`src/rtl/bsu_phase_loader.sv`:
```
// Phase loader: reads each element's phase from the shared LUT bus and shifts the
// words out to the phase-shifter chain. Define BSU_PARITY_EN to append an odd-parity bit per word.
module bsu_phase_loader #(
  parameter int N_ELEM  = 8,
  parameter int PH_W    = 5,
  parameter int CLK_DIV = 4
) (
  input  logic              clk,
  input  logic              rst_n,
  input  logic              start,
  input  logic [3:0]        teta_in,
  input  logic [1:0]        piv_in,
  output logic [3:0]        lut_teta,
  output logic [1:0]        lut_piv,
  output logic [N_ELEM-1:0] lut_en,
  input  logic [PH_W-1:0]   lut_phase,
  output logic              ser_clk,
  output logic              ser_data,
  output logic              ser_le,
  output logic              busy,
  output logic              done
);

`ifdef BSU_PARITY_EN
  localparam int WORD_W = PH_W + 1;
`else
  localparam int WORD_W = PH_W;
`endif
  localparam int BIT_W = $clog2(WORD_W + 1);
  localparam int DIV_W = (CLK_DIV > 1) ? $clog2(CLK_DIV) : 1;
  localparam int IDX_W = (N_ELEM > 1) ? $clog2(N_ELEM) : 1;
  localparam logic [BIT_W-1:0] LAST_BIT = BIT_W'(WORD_W - 1);
  localparam logic [DIV_W-1:0] LAST_DIV = DIV_W'(CLK_DIV - 1);
  localparam logic [IDX_W-1:0] LAST_IDX = IDX_W'(N_ELEM - 1);

  typedef enum logic [2:0] {
    S_IDLE,
    S_SEL,
    S_CAPT,
    S_SHIFT,
    S_LATCH,
    S_DONE
  } state_t;

  state_t            state_q, state_d;
  logic [3:0]        teta_q, teta_d;
  logic [1:0]        piv_q, piv_d;
  logic [IDX_W-1:0]  idx_q, idx_d;
  logic [BIT_W-1:0]  bit_q, bit_d;
  logic [DIV_W-1:0]  div_q, div_d;
  logic              half_q, half_d;
  logic [WORD_W-1:0] sreg_q, sreg_d;

  always_ff @(posedge clk) begin
    if (!rst_n) begin
      state_q <= S_IDLE;
      teta_q  <= '0;
      piv_q   <= '0;
      idx_q   <= '0;
      bit_q   <= '0;
      div_q   <= '0;
      half_q  <= 1'b0;
      sreg_q  <= '0;
    end else begin
      state_q <= state_d;
      teta_q  <= teta_d;
      piv_q   <= piv_d;
      idx_q   <= idx_d;
      bit_q   <= bit_d;
      div_q   <= div_d;
      half_q  <= half_d;
      sreg_q  <= sreg_d;
    end
  end

  always_comb begin
    state_d  = state_q;
    teta_d   = teta_q;
    piv_d    = piv_q;
    idx_d    = idx_q;
    bit_d    = bit_q;
    div_d    = div_q;
    half_d   = half_q;
    sreg_d   = sreg_q;
    lut_en   = '0;
    ser_clk  = 1'b0;
    ser_data = 1'b0;
    ser_le   = 1'b0;
    busy     = 1'b1;
    done     = 1'b0;

    case (state_q)
      S_IDLE: begin
        busy = 1'b0;
        if (start) begin
          teta_d  = teta_in;
          piv_d   = piv_in;
          idx_d   = LAST_IDX;
          state_d = S_SEL;
        end
      end
      S_SEL: begin
        lut_en  = N_ELEM'(1) << idx_q;
        state_d = S_CAPT;
      end
      S_CAPT: begin
        lut_en  = N_ELEM'(1) << idx_q;
`ifdef BSU_PARITY_EN
        sreg_d  = {lut_phase, ~^lut_phase};
`else
        sreg_d  = lut_phase;
`endif
        bit_d   = '0;
        div_d   = '0;
        half_d  = 1'b0;
        state_d = S_SHIFT;
      end
      S_SHIFT: begin
        ser_clk  = half_q;
        ser_data = sreg_q[WORD_W-1];
        // Each bit is CLK_DIV cycles low then CLK_DIV cycles high; the word advances on the falling edge.
        if (div_q == LAST_DIV) begin
          div_d = '0;
          if (!half_q) begin
            half_d = 1'b1;
          end else begin
            half_d = 1'b0;
            sreg_d = sreg_q << 1;
            if (bit_q == LAST_BIT) begin
              if (idx_q != '0) begin
                idx_d   = idx_q - IDX_W'(1);
                state_d = S_SEL;
              end else begin
                state_d = S_LATCH;
              end
            end else begin
              bit_d = bit_q + BIT_W'(1);
            end
          end
        end else begin
          div_d = div_q + DIV_W'(1);
        end
      end
      S_LATCH: begin
        ser_le = 1'b1;
        if (div_q == LAST_DIV) begin
          div_d   = '0;
          state_d = S_DONE;
        end else begin
          div_d = div_q + DIV_W'(1);
        end
      end
      S_DONE: begin
        done    = 1'b1;
        state_d = S_IDLE;
      end
      default: begin
        state_d = S_IDLE;
      end
    endcase
  end

  assign lut_teta = teta_q;
  assign lut_piv  = piv_q;

endmodule

```
`config.mk`:
```
export PLATFORM = sky130hd
export DESIGN_NAME = bsu_phase_loader
export DESIGN_NICKNAME = d
export VERILOG_FILES = /design/src/rtl/bsu_phase_loader.sv
export SDC_FILE = /design/constraint.sdc
export NUM_CORES = 1
export LEC_CHECK = 0
export BUFFER_PORTS_ARGS = -buffer_cell sky130_fd_sc_hd__buf_2
export CORE_MARGIN = 4
export CORE_UTILIZATION = 23
export CTS_BUF_LIST = sky130_fd_sc_hd__clkbuf_8 sky130_fd_sc_hd__clkbuf_16
export DETAILED_ROUTE_END_ITERATION = 8
export PLACE_DENSITY_LB_ADDON = 0.12
export SLEW_MARGIN = 20
export SYNTH_ARGS = -nofsm -noshare
export SYNTH_HDL_FRONTEND = slang
export SYNTH_SLANG_ARGS = --single-unit
export TNS_END_PERCENT = 100
```
`constraint.sdc`:
```
create_clock -name clk -period 1.47 [get_ports clk]
set_input_delay 0.294 -clock clk [delete_from_list [all_inputs] [get_ports clk]]
set_output_delay 0.294 -clock clk [all_outputs]
set_load 0.02 [all_outputs]
```
; Word-level counts from Yosys, hierarchy flattened
; Index checks and enable logic that the tools add are counted.
[word_totals]
reg_bits = 23
out_inout_bits = 19
[op_classes]
addsub = 3
n_eq_ne = 14
shift = 1
muxes = 31
n_reduce_logical = 13
[ops]
columns = operator, n
row1 = two-way mux 3 bit, 14
row2 = one-hot mux 3 bit (5 select lines), 1
row3 = "inequality test 2 bit, second input constant", 7
row4 = one-hot mux 3 bit (2 select lines), 2
row5 = two-way mux 5 bit, 2
row6 = one-hot mux 5 bit (2 select lines), 1
row7 = "equality test 3 bit, second input constant", 3
row8 = two-way mux 8 bit, 1
row9 = "<< shifter 1 x 3 -> 8 bit, first input constant", 1
row10 = two-way mux 1 bit, 7
row11 = "equality test 3 x 2 -> 1 bit, second input constant", 2
row12 = AND reduction 6 bit, 1
row13 = nonzero test 2 bit, 3
row14 = AND reduction 5 bit, 1
row15 = one-hot mux 2 bit (2 select lines), 1
row16 = AND reduction 2 bit, 2
row17 = AND reduction 4 bit, 1
row18 = OR reduction 2 bit, 2
row19 = "adder 3 x 1 -> 3 bit, second input constant", 1
row20 = "equality test 3 x 1 -> 1 bit, second input constant", 1
row21 = logical NOT 3 bit, 1
row22 = AND reduction 3 bit, 1
row23 = nonzero test 3 bit, 1
row24 = "subtractor 3 x 1 -> 3 bit, second input constant", 1
row25 = other kinds (4), 4

; Depth between registers and ports, before layout
; Gate-level depths: netlist (run 1).
[depth]
depth_word = 6
ltp_mapped = 6
mapped_depth_nobuf = 6

; Least setup slack after synthesis (run 1)
; Ideal clock, no wire load.
[synth_path]
kind = register to register
start = register div_q[0]
end = register bit_q[2]
setup_time_ns = 0.086
arrival_ns = 1.539
required_ns = 1.384
path_slack_ns = -0.154
path_stages_with_launch = 6
n_path_buf = 0
period_less_slack_ns = 1.624
cell_sequence = dfxtp_1 ha_1 nand2_2 o21a_1 or4_1 a211oi_1
[synth_between]
elab_chain_cells = 3
[synth_rtl]
columns = element, line
row1 = "start, declared", 50  ; logic [DIV_W-1:0] div_q, div_d;
row2 = "start signal, assigned", 70  ; div_q <= div_d;
row3 = equality test 2 bit, 122  ; if (div_q == LAST_DIV) begin
row4 = inequality test 2 bit (no source line), -
row5 = AND reduction 4 bit (no source line), -
row6 = "end signal, assigned", 69  ; bit_q <= bit_d;
row7 = "end, declared", 49  ; logic [BIT_W-1:0] bit_q, bit_d;
; No other way between the ends.
; A chain may end at the register's enable or synchronous reset.

; Final worst setup path (run 1)
[layout_path]
start = register state_q[0]
end = output port lut_en[5]
[layout_between]
elab_chain_cells = 3
word_cells_on_any_way = 4
classes_between = 2 x eq/ne / 1 x mux / 1 x reduce/logical
[layout_rtl]
columns = element, line
row1 = "start, declared", 45  ; state_t state_q, state_d;
row2 = "start signal, assigned", 65  ; state_q <= state_d;
row3 = equality test 3 x 2 -> 1 bit or equality test 3 x 1 -> 1 bit (tied branches), 92  ; case (state_q)
row4 = OR reduction 2 bit (no source line) *, -
row5 = two-way mux 8 bit *, -
row6 = "end, declared", 15  ; output logic [N_ELEM-1:0] lut_en,
; Mark *: on every way between the ends. The rest lies on a longest branch, timed or not.

==> results.md, run 1 <==
* Net Sw Frac at roughly two fifths
* Run status: finished with violations
* CP startpoint kind: register
* Max Fanout on Critical Path at 4
* Number of buffers on the longest clock path at 2
* PnR Total Power at approximately 3800 uW
* Share of post-route cells with drive strength above 1 at roughly three fifths
* Die width at roughly 84 microns
* Clock sink count at 23
* Time the final worst path needs with I/O delays and setup at around 1.6 ns
* Flops & latches, synth at 23
* Sw power at about 1500 uW
* Path class of the lowest-slack min-delay path: in2reg
* Sequential element share of the synthesized area at about a third
* Critical Path Sink Type: output port
* Final period utilization at 112%
* Half-perimeter wire length after placement at a little under 3 mm
* Die Ht at approximately 84 microns
* Via-to-Cell Ratio at ~4.6
* Warning count from the yosys run at 0
* Worst slew margin relative to its limit at between 80% and 90%
* I/O pin total at 33
* Power density of the placed cells at 1640 nW/um^2
* Clock Skew at around 0.0032 ns
* TritonCTS clock tree: built
* Netlist cell types at 44
* Pin count of the biggest net entering global routing at 14
* Remaining routing DRC violations at 0
* Number of buffers created by CTS at 3
* Ranking of synthesized cells by instance count: dfxtp_1, nor2_1, inv_1, mux2i_1, and2_1
* Post-route ant nets at 0
* First-pass GRT wire length at 6.82 mm
* Violated checks: negative setup slack
* Synth top area cells: dfxtp_1, mux2i_1, ha_1
* Setup repair after global routing missed its margin: true
* Standard cell core area at between 5000 and 6000 sq um
* Router iterations before antenna repair at 3
* Proportion of power drawn by combinational gates at 64.9%
* Crit path setup slack, layout at -0.177 ns
* Critical path data required time at 1.18 ns
* Power share of the sequential group at ~24%
* Via count at about 1,400
* Pins Over Slew Limit at 0
* Post-synth EDFFs at 0
* Transition time at the pin with the least slew margin at between 0.2 and 0.3 ns
* Highest achievable clock rate at ~0.61 GHz
* Standard-cell row count at 27
* Proportion of netlist area held by the largest area contributor at 34.4%
* Max capacitance violation total at 0
* Share of total power in the clock network at a little over a tenth
* Gpl congestion at around 0.75
* Signed area change from the synthesized netlist to the final layout at 73.5%
* H-tree level count at 1
* Share of async-settable or async-resettable flops after synthesis at 0%
* Most frequently used flop master after synthesis: dfxtp_1
* Total Routing Usage GR at between 10% and 20%
* Antenna violations before repair at 0
* Worst setup slack after placement at -0.140 ns
* Cts hold-fix bufs at 0
* Root cell of the clock tree: clkbuf_8
* Total Routed Length at approximately 4.1 mm
* Leading area contributor after synthesis: dfxtp_1
* Cell-internal power at around 2300 uW
* Number of buffers inserted by port buffering at 32
* Number of DRC markers after the initial detailed-route iteration at between 50 and 60
* Mapped Avg Cell Area at roughly 8.7 sq um
* Signal arrival time at the worst endpoint at between 1 and 1.5 ns
* Largest vdd supply drop at between 0.6 and 0.7 mV
* Syn Std Cell Area at approximately 1300 sq um
* Wire length per cell after detailed routing at approximately 14 microns
* Instance count of the mapped netlist at 153
* GRT Residual Overflow at 0
* Antenna cell count at 0
* Final-stage net count at ~250
* Leakage Power at between 0.001 and 0.0015 uW
* Mapped Nets at 175
* WS Path Type: reg2out
* Cell with the most instances after synthesis: dfxtp_1
* Insertion delay to the later sink of the worst-skew pair at between 0.2 and 0.3 ns
* Initial core utilization at between 20% and 30%
* Die Footprint at 7100 sq um
* Clock-pin slew reported for the worst setup and hold paths after clock tree synthesis at roughly 0.090 ns
* Number of global-route vias before repair at 1,478
* Final number of setup-violating endpoints at 20
* Number of hold-slack violations in the final timing report at 0
final cells by class:
| class | instances | area [sq um] |
|---|---|---|
| fill | 559 | 3250 |
| multi-input combinational | 110 | 1030 |
| timing repair buffer | 80 | 632 |
| sequential | 23 | 475 |
| tap | 72 | 90.1 |
| inverter | 12 | 45.0 |
| clock buffer | 3 | 41.3 |
| clock inverter | 1 | 3.75 |
state kept, by name, indices dropped and copies added, names as in the netlist:
signal and flops:
sreg_q 5, state_q 3, idx_q 3, lut_teta 4, bit_q 3, lut_piv 2, half_q 1, div_q 2
power by group through the flow:
stage | Clock (uW) | Sequential (uW) | Combinational [uW]
after floorplan | 0 | 891 | 1090
after global placement | 0 | 885 | 1700
after detailed placement | 0 | 891 | 1730
after CTS | 422 | 908 | 2190
after global routing | 448 | 950 | 2660
final | 405 | 928 | 2470
cell usage in the layout (no fill, tap or decap), types with 2 or more instances in the layout:
cell type / n
dfxtp_4: 3
nor3_1: 4
buf_2: 19
o211ai_1: 2
nor2_4: 2
a221oi_2: 2
o21ai_0: 4
a211oi_1: 3
buf_6: 21
clkbuf_8: 3
buf_4: 40
dfxtp_2: 3
inv_2: 3
inv_1: 10
mux2i_1: 11
or2_2: 2
ha_4: 2
nor2_1: 12
dfxtp_1: 17
nand2_1: 5
nor3_2: 2
and3_4: 2
a21oi_1: 5
a211oi_2: 4
ha_1: 5
and2_4: 5
and2_1: 5
o31ai_1: 2
critical path, cell delays in order, from the launching register on:
cell and delay, ns:
dfxtp_4 0.38, xnor2_4 0.16, nor3b_4 0.25, and2_1 0.17, buf_4 0.14
worst paths after layout:
kind                            cells after the start    startpoint  slack (ns)           to
worst max register to register                      6      bit_q[1]       -0.10     bit_q[2]
worst max-delay path                                4    state_q[0]       -0.18    lut_en[5]
worst min-delay path                                3  lut_phase[0]        0.25    sreg_q[0]
worst min register to register                      2   lut_teta[2]        0.50  lut_teta[2]
through the flow:
stage / instances / hold slack, ns / TNS (ns) / instance area [sq um] / util, %
after floorplan: 153 / 0.402 / -0.0976 / 1370 / -
after global placement: 284 / 0.470 / -0.224 / 1830 / 32.8
after detailed placement: 284 / 0.484 / -0.627 / 1830 / 32.8
after CTS: 296 / 0.249 / -1.78 / 2170 / 38.9
after global routing: 301 / 0.258 / -3.24 / 2320 / 41.6
final: 301 / 0.252 / -1.77 / 2320 / 41.6
timing repair:
item,in CTS,in global routing
gates resized for setup,63,24
cloned,0,0
pin swaps,13,15
setup buffers,8,6
setup endpoints to repair,26,33
cells by family (layout without fill, tap and decap cells):
family / count (synthesis) / count (layout) / synth area share [%]
and+or+nand+nor: 57 / 57 / 24.2
buffers and inverters: 20 / 96 / 6.92
AOI/OAI and AO/OA: 33 / 33 / 18.1
DFF: 23 / 23 / 34.4
muxes: 11 / 11 / 8.23
xor gates and xnor gates: 1 / 1 / 0.655
adders and majority gates: 8 / 8 / 7.48
per-layer routing:
layer | global-route usage [%] | vias to the layer above | share of wire (%)
li1 | - | 699 | -
met1 | 13.3 | 648 | 42
met2 | 21.0 | 26 | 52
met3 | 2.85 | 6 | 4.3
met4 | 2.63 | 0 | 1.4
met5 | 0 | - | 0
Power figures use the tool's default switching activity.
==> inputs of run 2 (changes only) <==
==> constraint.sdc (replaced) <==
create_clock -name clk -period 1.8 [get_ports clk]
set_input_delay 0.36 -clock clk [delete_from_list [all_inputs] [get_ports clk]]
set_output_delay 0.36 -clock clk [all_outputs]
set_load 0.02 [all_outputs]
==> run 2 against run 1 <==
The flow now finishes without violations. Combinational power shrank 49%. Final cell count shrank 12%. Hold slack gained 0.068 ns. Sequential share of layout area grew 6.7 points. Critical endpoint is now lut_en[7]. Worst setup slack gained 0.26 ns. Via count shrank 9.6%. Flip-flop and latch count is the same. Register-to-register slack gained 0.21 ns. Wire length shrank 11%. First-iteration DRC count shrank 5.1%. Clock-buffer cell count is the same. Core utilization shrank 10 points.
==> results.md, run 2 (synthesis gave the netlist of run 1 again) <==
* Max capacitance violation total at 0
* Gpl congestion at a little under 0.8
* Highest achievable clock rate at between 0.5 and 0.6 GHz
* Router iterations before antenna repair at 4
* Root cell of the clock tree: clkbuf_8
* Initial core utilization at 24.0%
* Number of buffers on the longest clock path at 2
* Half-perimeter wire length after placement at approximately 2.8 mm
* Share of total power in the clock network at about 15%
* Clock-pin slew reported for the worst setup and hold paths after clock tree synthesis at approximately 0.09 ns
* Buffers plus inverters on the worst setup path at 1
* Combined area of the multi-input logic cells at between 800 and 900 sq um
* Sw power at ~990 uW
* Worst slew margin relative to its limit at between 70 and 80%
* Crit path setup slack, layout at ~0.08 ns
* Final period utilization at between 90% and 100%
* Final-stage net count at between 200 and 250
* Number of global-route vias before repair at 1,311
* I/O pin total at 33
* Seq. cell area at roughly 470 sq um
* First-pass GRT wire length at 6.27 mm
* Clock sink count at 23
* Cell-internal power at 1350 uW
* Launch point of the worst hold path: teta_in[1]
* Via-to-Cell Ratio at 4.69
* Die Ht at ~84 microns
* Path class of the lowest-slack min-delay path: in2reg
* WS Path Type: reg2out
* Number of flip-flops under the largest register name at 5
* Die width at roughly 84 microns
* Standard-cell row count at 27
* Antenna cell count at 0
* Critical path cell sequence: xnor2_2 -> nor3b_2 -> and2_1 -> buf_2
* Largest vdd supply drop at around 0.49 mV
* Final number of setup-violating endpoints at 0
* Die Footprint at 7100 sq um
* Insertion delay to the later sink of the worst-skew pair at approximately 0.27 ns
* Wire length per cell after detailed routing at about 14 microns
* Number of buffers created by CTS at 3
* Max Fanout on Critical Path at 9
* Standard cell core area at between 5000 and 6000 sq um
* Critical R2R Launch: bit_q[0]
* Share of post-route cells with drive strength above 1 at 37.1%
* Slowest cell on crit path: dfxtp_4
* Post-route ant nets at 0
* GRT Residual Overflow at 0
* Via count at about 1,200
* Total Routing Usage GR at a little over a tenth
* Most common library cell in the layout ignoring fill and taps: buf_2
* Pins Over Slew Limit at 0
* Number of DRC markers after the initial detailed-route iteration at 56
* Count of placed standard cells in the final layout, fillers left out at about 270
* Proportion of power drawn by combinational gates at approximately 54%
* Time the final worst path needs with I/O delays and setup at between 1.5 and 2 ns
* Setup repair after global routing missed its margin: true
* CP startpoint kind: register
* Signed area change from the synthesized netlist to the final layout at 30.3%
* Power density of the placed cells at 1340 nW/um^2
* Placed cell areas at between 1500 and 2000 sq um
* Signal arrival time at the worst endpoint at around 1.4 ns
* Pin count of the biggest net entering global routing at 15
* Total Routed Length at roughly 3.7 mm
* Critical path data required time at 1.44 ns
* Most frequent cells in the layout: buf_2, dfxtp_1, buf_4, nor2_1, inv_1
* Critical Path Sink Type: output port
* Clock Skew at between 0.004 and 0.005 ns
* Cell class contributing the biggest share of worst-path delay: flip-flops
* Number of buffers inserted by port buffering at 32
* Post-Place Cells at 261
* Transition time at the pin with the least slew margin at between 0.4 and 0.5 ns
* Worst setup slack after placement at 0.0439 ns
* Antenna violations before repair at 0
* H-tree level count at 1
* Design Area, Final at approximately 1700 sq um
* Largest Register: sreg_q
* Net Sw Frac at 42.4%
* Maximum cell stage delay along the critical path at slightly below 0.4 ns
* Filler cells at 616
* Number of hold-slack violations in the final timing report at 0
* Worst setup path startpoint: state_q[1]
* Leakage Power at 0.000780 uW
* Run status: finished, final reports clean
* Power share of the sequential group at a little under a third
* TritonCTS clock tree: built
* Setup slack on the worst flop-to-flop path at 0.11 ns
* Remaining routing DRC violations at 0
run 2: final timing paths:
kind	endpoint	cells after the start
max	lut_en[7]	4
min	lut_teta[1]	3
max reg2reg	bit_q[2]	6
min reg2reg	lut_piv[0]	2
run 2: timing repair:
item | CTS | global route
hold buffers | 0 | 0
pin swaps | 0 | 3
resized for setup | 3 | 16
endpoints found under the setup margin | 10 | 11
setup buffers | 0 | 1
run 2: through the flow:
| step | total power [uW] | hold WS [ns] | utilization (%) | TNS [ns] |
|---|---|---|---|---|
| finish | 2340 | 0.320 | 31.3 | 0 |
| CTS | 2300 | 0.312 | 30.3 | 0 |
| global placement | 1910 | 0.470 | 29.2 | 0 |
| global route | 2560 | 0.308 | 31.3 | -0.0103 |
| floorplan | 1580 | 0.456 | - | 0 |
| detailed placement | 1940 | 0.482 | 29.2 | 0 |
run 2: final cells by class:
type                    count  share of cell area (%)
repair buffers             45                    15.4
clock buffers               3                    2.37
inverters                  12                    2.58
multi-input cells         110                    46.9
flip-flops and latches     23                    27.1
well taps                  72                    5.17
clock inverters             1                   0.431
run 2: worst register-to-register path: cells and delay by family, from the launching register on:
family | cells | cell delay (ns)
and+or+nand+nor | 2 | 0.59
AOI/OAI and AO/OA | 2 | 0.46
DFF | 1 | 0.36
adders and majority gates | 1 | 0.18
buffers and inverters | 1 | 0.04
run 2: routing by layer:
layer  vias up  wire, microns  GRT usage [%]
li1        628              -              -
met1       585           1660           13.1
met2        32           1770           18.8
met3         2            203           3.04
met4         0             23           2.63
met5         -              0              0
run 2: power groups by stage:
stage          clock (uW)  sequential, uW  combinational, uW
2_1_floorplan           0             727                850
3_3_place_gp            0             731               1180
3_5_place_dp            0             732               1210
4_1_cts               358             724               1220
5_1_grt               385             766               1410
6_report              341             739               1260
